$ cat config.mk
export PLATFORM = sky130hd
export DESIGN_NAME = regfile_wb_arbiter
export DESIGN_NICKNAME = d
export VERILOG_FILES = /design/src/rtl/regfile_wb_arbiter_pkg.sv /design/src/rtl/regfile_wb_arbiter_fifo.sv /design/src/rtl/regfile_wb_arbiter.sv
export SDC_FILE = /design/constraint.sdc
export NUM_CORES = 1
export LEC_CHECK = 0
export CAP_MARGIN = 20
export CELL_PAD_IN_SITES_DETAIL_PLACEMENT = 0
export CELL_PAD_IN_SITES_GLOBAL_PLACEMENT = 1
export CORE_AREA = 10 10 130 132
export CTS_CLUSTER_DIAMETER = 50
export DETAILED_ROUTE_END_ITERATION = 10
export DIE_AREA = 0 0 140 142
export DONT_BUFFER_PORTS = 1
export PLACE_DENSITY_LB_ADDON = 0.1
export SLEW_MARGIN = 20
export SYNTH_ARGS = -nofsm -noshare
export SYNTH_HDL_FRONTEND = slang
export SYNTH_SLANG_ARGS = --single-unit
$ cat constraint.sdc
create_clock -name clk -period 3.1 [get_ports clk]
set_input_delay 0.775 -clock clk [delete_from_list [all_inputs] [get_ports clk]]
set_output_delay 0.775 -clock clk [all_outputs]
set_load 0.005 [all_outputs]
$ cat src/rtl/regfile_wb_arbiter_pkg.sv
// Shared types and defaults for the register-file write-port arbiter.
package regfile_pkg;

    localparam int DEFAULT_ADDR_WIDTH = 5;
    localparam int DEFAULT_DATA_WIDTH = 32;

    // One pending register write: destination and value.
    typedef struct packed {
        logic [DEFAULT_ADDR_WIDTH-1:0] rd;
        logic [DEFAULT_DATA_WIDTH-1:0] data;
    } wb_req_t;

    // NORMAL: secondary results drain on idle port cycles.
    // STARVED: the FIFO has been blocked too long; ask for a pipeline bubble.
    typedef enum logic {
        NORMAL  = 1'b0,
        STARVED = 1'b1
    } arb_state_t;

endpackage

$ cat src/rtl/regfile_wb_arbiter_fifo.sv
// Small synchronous FIFO that holds secondary (out-of-order) write results.
// Pointers carry one extra MSB so full and empty can be told apart.
module wb_fifo
    import regfile_pkg::*;
#(
    parameter int  DEPTH   = 2,
    parameter type entry_t = wb_req_t
) (
    input  logic   clk,
    input  logic   rst,
    input  logic   push,
    input  entry_t push_data,
    input  logic   pop,
    output entry_t head,
    output logic   full,
    output logic   empty
);

    localparam int PW = $clog2(DEPTH);

    entry_t         mem [DEPTH];
    logic [PW:0]    wr_ptr;
    logic [PW:0]    rd_ptr;
    logic           push_ok;
    logic           pop_ok;

    // Ignore a push into a full buffer or a pop from an empty one.
    assign push_ok = push && !full;
    assign pop_ok  = pop && !empty;

    // Pointer update; reset discards every buffered entry.
    always_ff @(posedge clk) begin
        if (rst) begin
            wr_ptr <= '0;
            rd_ptr <= '0;
        end else begin
            if (push_ok) begin
                wr_ptr <= wr_ptr + (PW+1)'(1);
            end
            if (pop_ok) begin
                rd_ptr <= rd_ptr + (PW+1)'(1);
            end
        end
    end

    // Entry storage; contents are only meaningful between the pointers.
    always_ff @(posedge clk) begin
        if (push_ok) begin
            mem[wr_ptr[PW-1:0]] <= push_data;
        end
    end

    assign head  = mem[rd_ptr[PW-1:0]];
    assign empty = (wr_ptr == rd_ptr);
    assign full  = (wr_ptr[PW] != rd_ptr[PW]) &&
                   (wr_ptr[PW-1:0] == rd_ptr[PW-1:0]);

endmodule

$ cat src/rtl/regfile_wb_arbiter.sv
// Shares the register file's single write port between the in-order writeback
// (always wins) and buffered long-latency results (written on idle cycles).
// Also keeps a per-register busy scoreboard and a starvation stall request.
module regfile_wb_arbiter
    import regfile_pkg::*;
#(
    parameter int ADDR_WIDTH   = DEFAULT_ADDR_WIDTH,
    parameter int DATA_WIDTH   = DEFAULT_DATA_WIDTH,
    parameter int FIFO_DEPTH   = 2,
    parameter int STARVE_LIMIT = 4
) (
    input  logic                     clk,
    input  logic                     rst,
    input  logic                     wb_en,
    input  logic [ADDR_WIDTH-1:0]    wb_rd,
    input  logic [DATA_WIDTH-1:0]    wb_data,
    input  logic                     lsu_valid,
    output logic                     lsu_ready,
    input  logic [ADDR_WIDTH-1:0]    lsu_rd,
    input  logic [DATA_WIDTH-1:0]    lsu_data,
    input  logic                     issue_en,
    input  logic [ADDR_WIDTH-1:0]    issue_rd,
    output logic [2**ADDR_WIDTH-1:0] busy,
    output logic                     stall_req,
    output logic                     WE3,
    output logic [ADDR_WIDTH-1:0]    A3,
    output logic [DATA_WIDTH-1:0]    WD3
);

    localparam int NREGS = 2**ADDR_WIDTH;
    localparam int CNT_W = $clog2(STARVE_LIMIT + 1);

    typedef struct packed {
        logic [ADDR_WIDTH-1:0] rd;
        logic [DATA_WIDTH-1:0] data;
    } req_t;

    req_t             push_entry;
    req_t             fifo_head;
    logic             fifo_full;
    logic             fifo_empty;
    logic             push;
    logic             pop;
    logic             primary_win;
    logic             blocked;

    logic [NREGS-1:0] busy_next;
    arb_state_t       state;
    arb_state_t       state_next;
    logic [CNT_W-1:0] count;
    logic [CNT_W-1:0] count_next;

    // A write to x0 has no effect, so it never claims the port.
    assign primary_win = wb_en && (wb_rd != '0);

    // Accept only when there is room now; a same-cycle pop earns no credit.
    assign lsu_ready  = !rst && !fifo_full;
    assign push       = lsu_valid && lsu_ready && (lsu_rd != '0);
    assign push_entry = '{rd: lsu_rd, data: lsu_data};

    // The buffer drains only when the primary leaves the port free.
    assign pop     = !rst && !primary_win && !fifo_empty;
    assign blocked = primary_win && !fifo_empty;

    wb_fifo #(
        .DEPTH   (FIFO_DEPTH),
        .entry_t (req_t)
    ) u_fifo (
        .clk       (clk),
        .rst       (rst),
        .push      (push),
        .push_data (push_entry),
        .pop       (pop),
        .head      (fifo_head),
        .full      (fifo_full),
        .empty     (fifo_empty)
    );

    // Write-port mux: primary first, then the FIFO head, otherwise idle.
    always_comb begin
        WE3 = 1'b0;
        A3  = '0;
        WD3 = '0;
        if (!rst) begin
            if (primary_win) begin
                WE3 = 1'b1;
                A3  = wb_rd;
                WD3 = wb_data;
            end else if (!fifo_empty) begin
                WE3 = 1'b1;
                A3  = fifo_head.rd;
                WD3 = fifo_head.data;
            end
        end
    end

    // Scoreboard next value: a new issue beats a same-cycle retire; x0 never busy.
    always_comb begin
        busy_next = busy;
        if (pop) begin
            busy_next[fifo_head.rd] = 1'b0;
        end
        if (issue_en && (issue_rd != '0)) begin
            busy_next[issue_rd] = 1'b1;
        end
        busy_next[0] = 1'b0;
    end

    // Scoreboard register.
    always_ff @(posedge clk) begin
        if (rst) begin
            busy <= '0;
        end else begin
            busy <= busy_next;
        end
    end

    // Starvation FSM state and blocked-cycle counter.
    always_ff @(posedge clk) begin
        if (rst) begin
            state <= NORMAL;
            count <= '0;
        end else begin
            state <= state_next;
            count <= count_next;
        end
    end

    // Starvation FSM next state; stall_req follows the registered state.
    always_comb begin
        state_next = state;
        count_next = count;
        stall_req  = !rst && (state == STARVED);
        case (state)
            NORMAL: begin
                if (pop || fifo_empty) begin
                    count_next = '0;
                end else if (blocked) begin
                    if (count == CNT_W'(STARVE_LIMIT - 1)) begin
                        state_next = STARVED;
                        count_next = '0;
                    end else begin
                        count_next = count + CNT_W'(1);
                    end
                end
            end
            STARVED: begin
                count_next = '0;
                if (pop) begin
                    state_next = NORMAL;
                end
            end
            default: begin
                state_next = NORMAL;
                count_next = '0;
            end
        endcase
    end

endmodule

==> Word level (Yosys, flattened, before mapping) <==
Memories as Yosys holds them, arrays and structs flattened. A register that Yosys moved wholly into a read port is not among the register bits.
Index checks and enable logic that the tools add are counted.
{ "word_totals": {"reg_bits": 40, "ram_bits": 74, "inputBits": 84, "elab_cells": 73, "mem_count": 1} }
{ "op_classes": {"addsub": 3, "n_lt_le_gt_ge": 4, "n_eq_ne": 5, "mux": 28, "bitwise_logic": 4, "reduce_logical": 22} }
{ "memory_table": {"columns": ["name", "depth", "width", "rd", "rd_clocked_by_memory_dff", "write_ports", "line", "text"], "rows": [
  ["u_fifo.mem", 2, 37, 1, 1, 1, "regfile_wb_arbiter_fifo.sv:21", "entry_t mem [DEPTH];"]
]} }
{ "op_table": {"columns": ["op", "n"], "rows": [
  ["$mux 32", 5],
  ["$and 32x32->32", 1],
  ["$not 32->32", 1],
  ["$or 32x32->32", 1],
  ["$mux 5", 3],
  ["$reduce_bool 5->1", 3],
  ["$logic_and 1x1->1", 14],
  ["$mux 1", 13],
  ["$lt 5x6->1 const B", 2],
  ["$demux 1 s5", 2],
  ["$ge 5x1->1 const B", 2],
  ["$mux 3", 3],
  ["$pmux 3 s2", 1],
  ["$add 2x1->2 const B", 2],
  ["$logic_not 1->1", 4],
  ["$add 3x1->3 const B", 1],
  ["$eq 3x2->1 const B", 1],
  ["$ne 3x3->1 const B", 1],
  ["$eq 2x2->1", 1],
  ["$pmux 1 s2", 1],
  ["$eq 1x1->1", 1],
  ["$logic_or 1x1->1", 1],
  ["$ne 1x1->1", 1],
  ["$not 1->1", 1]
]} }

==> Longest topological paths before layout <==
{ "logic_depth": {"ltp_word": 9, "mapped_depth": 6} }

==> By module <==
Synthesis repeated with hierarchy kept, for this count alone.
{ "hier_totals": {"hier_cells": 584, "area_unflattened_um2": 6193.4} }
{ "by_module_without_submodules": {"columns": ["module", "n_inst", "cells_per_inst", "area_each_um2"], "rows": [
  ["regfile_wb_arbiter", 1, 436, 3250.6],
  ["wb_fifo", 1, 148, 2942.8]
]} }

==> Worst setup path after synthesis <==
No wires, ideal clock.
{ "synth_path": {"kind": "input-to-reg", "from": "in rst", "to": "mem u_fifo.mem[0][0] (netlist bit), enable pin", "arrival_ns": 2.894, "required_time_ns": 2.669, "path_slack_ns": -0.225, "cell_stages": 4, "path_cell_list": "clkbuf_1 > a21oi_1 > nand3_1 > nor2_1"} }
{ "synth_between": {"elab_chain_cells": 7} }
{ "synth_lines": {"columns": ["item", "line", "text"], "rows": [
  ["start, declared", "regfile_wb_arbiter.sv:13", "input logic rst,"],
  ["$logic_not 1->1", "regfile_wb_arbiter.sv:57", "assign lsu_ready = !rst && !fifo_full;"],
  ["$logic_and 1x1->1", "regfile_wb_arbiter.sv:57", null],
  ["net lsu_ready", "regfile_wb_arbiter.sv:18", "output logic lsu_ready,"],
  ["$logic_and 1x1->1 (2 in a row)", "regfile_wb_arbiter.sv:58", "assign push = lsu_valid && lsu_ready && (lsu_rd != '0);"],
  ["$logic_and 1x1->1", "regfile_wb_arbiter_fifo.sv:28", "assign push_ok = push && !full;"],
  ["$mux 1", "regfile_wb_arbiter_fifo.sv:48", "if (push_ok) begin"],
  ["$mux 1 (not written as such)", "regfile_wb_arbiter_fifo.sv:49", "mem[wr_ptr[PW-1:0]] <= push_data;"],
  ["end, declared", "regfile_wb_arbiter_fifo.sv:21", null]
]} }
The timed path passes the listed nets, and every way through them passes these cells.

==> Worst setup path after layout <==
{ "layout_path": {"from": "in wb_rd[0]", "to": "out WD3[19]"} }
{ "layout_between": {"elab_chain_cells": 4} }
{ "layout_lines": {"columns": ["item", "line", "text"], "rows": [
  ["start, declared", "regfile_wb_arbiter.sv:15", "input logic [ADDR_WIDTH-1:0] wb_rd,"],
  ["$reduce_bool 5->1", "regfile_wb_arbiter.sv:54", "assign primary_win = wb_en && (wb_rd != '0);"],
  ["$logic_and 1x1->1", "regfile_wb_arbiter.sv:54", null],
  ["$mux 32", "regfile_wb_arbiter.sv:85", "if (primary_win) begin"],
  ["$mux 32", "regfile_wb_arbiter.sv:84", "if (!rst) begin"],
  ["end, declared", "regfile_wb_arbiter.sv:27", "output logic [DATA_WIDTH-1:0] WD3"]
]} }
No other way between the ends.

==> run_results.csv <==
group,metric,value,unit
status,status,"finished clean",
timing,max_freq,344,MHz
synth,yosysTopAreaCellShare,0.453,
layout,instances_no_fill,579,
clock_network,cts_setup_buffers,0,
drt,drt-vias-per-instance,5.43,
clock_network,cts_root_buf,"clkbuf_16",
synth,yosysWarnings,0,
placement,io_buffers,0,
floorplanning,initial_utilization,0.343,
setup_path,r2r-end,"busy[14]",
layout,area_growth,17.7,%
synth,synth.avg_cell_area,13.2,sq um
synth,syn-num-nets,457,
drt,wirelength,13500,microns
timing,finalSetupViolCount,0,
timing,finalHoldViolations,0,
clock_network,cts-resized-gates,0,
setup_path,ff2ff_setup_slack,1020,ps
synth,ys_seq_elements,114,
drt,num_vias,3143,
synth,synth_edf_count,74,
clock_network,cts_tree,"built",
setup_path,cp.required,2320,ps
setup_path,startpoint_type,"input pin",
pwr,p_leak,1.79,nW
setup_path,path_cells,"or4_4 > o21ai_2 > nand2b_1 > buf_12 > o2bb2ai_1 > buf_4",
floorplanning,die_h,142,microns
job,maxCapViolCount,0,
placement,hpwl,9290,microns
synth,synthCells,372,
global_routing,grt_max_degree,38,
global_routing,grt.total_usage,0.132,
drt,first_pass_iters,4,
layout,nets,467,
pwr,ir_drop,0.000319,V
drt,detail-route-antenna-nets,0,
clock_network,path_clk_slew,60,ps
synth,synth_area_leaders,"edfxtp_1, dfxtp_1, mux2i_1, o2bb2ai_1, o41ai_1",
pwr,p_sw_frac,0.265,
timing,fin_crit,2910,ps
synth,muxShareOfSynthArea,0.0888,
synth,synth.distinct_cells,42,
synth,yosysMostFrequentCell,"edfxtp_1",
setup_path,worstSetupPathType,"in2out",
timing,setup_tns,0,ps
timing,rsz0062_at_grt,"false",
drt,drc_errors,0,
setup_path,worst_setup_path_end_kind,"output pin",
pwr,power_frac_seq,0.398,
synth,synth_top_cells_by_count,"edfxtp_1, dfxtp_1, mux2i_1",
hold_path,hp-start,"rst",
setup_path,critPathArrivalTime,2130,ps
setup_path,worstSetupStartpoint,"wb_rd[0]",
synth,ys_async_sr_fraction,0,
global_routing,antenna_found_initial,0,
pwr,combPwrFrac,0.153,
floorplanning,die_w,140,microns
layout,antenna-diode-count,0,
global_routing,grt_pass1_wl,20100,microns
floorplanning,core.rowCount,44,
synth,synth.largest_area_cell,"edfxtp_1",
timing,period_share,0.939,
setup_path,critical_path_peak_fanout,37,
synth,ys_seq_area_frac,0.616,
global_routing,grt_pass1_vias,3202,
synth,synth_top_family_by_area,"compound AO/OA/AOI/OAI gates",
clock_network,cts_buffer_depth,2,
pwr,p_int,3.31,mW
drt,drt_iter0_markers,122,
drt,wl_per_cell,23.2,microns
clock_network,cts_buffers,17,
setup_path,max_stage_delay,530,ps
setup_path,crit_buf_inv,2,
setup_path,crit_end,"WD3[19]",
clock_network,htree_levels,4,
clock_network,clock-sinks,114,
floorplanning,die-area,19900,sq um
synth,synth_compound_area_frac,0.169,
floorplanning,core_area,14300,sq um
setup_path,cp_top_family,"simple AND/OR/NAND/NOR gates",
setup_path,reg2regPathDepth,4,
hold_path,hp-class,"in2reg",
timing,slew_viol_final,0,
floorplanning,io-pin-count,156,
synth,synthXorXnorAreaFrac,0.00536,
synth,synthSimpleGateAreaFrac,0.0916,
pwr,power.switching,1.19,mW
synth,netlist_area,4910,sq um
pwr,p_clk_frac,0.450,
synth,synthFlopType,"edfxtp_1",
layout,layout-drive-gt1-share,0.200,
setup_path,crit_slowest_cell,"or4_4",
timing,max_slew_margin,0.448,
setup_path,cp.depth,6,
clock_network,cts_hold_buf,0,
timing,worst_slew_pin_slew,826,ps
placement,post-place-cells,547,
placement,gp_congestion,0.715,
clock_network,clk_latency,410,ps
timing,clock_skew,5.43,ps
global_routing,grt_overflow,0,
pwr,powerDensity,780,nW/um^2
synth,synthAdderAreaFrac,0.00255,
-- worst min-delay path by stage --
stage | endpoint | slack, ps | cells past startpoint
2_1_floorplan | count[0] | 400 | 1
4_1_cts | busy[6] | 410 | 1
3_3_place_gp | count[0] | 410 | 1
6_report | busy[5] | 440 | 1
3_5_place_dp | count[0] | 440 | 1
5_1_grt | busy[9] | 420 | 1
-- state kept, by name, indices dropped and copies added, names as in the netlist, named ones only --
register and count:
u_fifo.mem 74, busy 31, count 3, u_fifo.rd_ptr 2, u_fifo.wr_ptr 2, state 1
-- power groups by stage --
stage | clock [mW] | combinational (mW) | sequential (mW)
finish | 2.03 | 0.688 | 1.79
global placement | 0 | 0.702 | 1.82
CTS | 2.08 | 0.708 | 1.79
detailed placement | 0 | 0.707 | 1.82
global route | 2.14 | 0.757 | 1.80
floorplan | 0 | 0.521 | 1.78
-- area by class of cell --
type	count	area [sq um]
clock buffer	19	433
multi-input combinational	233	1780
clock inverter	13	185
inverter	2	7.51
timing repair buffer	14	118
fill	1366	8540
sequential	114	3020
tap	184	230
-- cell usage in the layout, fill, tap and decap left out, types with 4 or more instances in the layout --
cell,count
or2_2,24
mux2i_1,39
edfxtp_1,74
nand2_1,10
clkbuf_16,17
dfxtp_1,39
nand2b_1,4
buf_4,13
o41ai_1,31
o2bb2ai_1,36
nor2_1,4
a21oi_1,32
nand3_1,6
or3_1,12
bufinv_16,4
-- metal layers --
| metal | vias to the layer above | GRT usage | share of wire |
|---|---|---|---|
| met1 | 1517 | 0.150 | 0.39 |
| met5 | - | 0 | 0 |
| met2 | 103 | 0.203 | 0.47 |
| met3 | 15 | 0.0761 | 0.12 |
| met4 | 0 | 0.0522 | 0.016 |
| li1 | 1508 | - | - |
-- worst reg2reg max path: cells and delay by family, from the launching register on --
| family | cells | cell delay, ps |
|---|---|---|
| AOI/OAI and AO/OA | 2 | 560 |
| DFF | 1 | 590 |
| muxes | 1 | 420 |
| and+or+nand+nor | 1 | 390 |
-- kinds of logic (layout without fill, tap and decap cells) --
group / after synthesis / count (layout)
buffers and inverters: 25 / 48
other: 1 / 1
AOI/OAI and AO/OA: 110 / 110
muxes: 43 / 43
DFF: 114 / 114
adders and majority gates: 1 / 1
and+or+nand+nor: 75 / 75
xor gates and xnor gates: 3 / 3
-- through the flow --
stage | hold slack (ps) | power [mW] | utilization | worst slack, ps | instance area, sq um
floorplan | 405 | 2.30 | - | 317 | 4910
global placement | 412 | 2.52 | 0.360 | 212 | 5160
detailed placement | 436 | 2.53 | 0.360 | 179 | 5160
CTS | 412 | 4.58 | 0.403 | 178 | 5770
global route | 420 | 4.70 | 0.403 | 94.7 | 5770
finish | 438 | 4.51 | 0.403 | 190 | 5770
No activity file was read; power rests on OpenSTA's default activity.
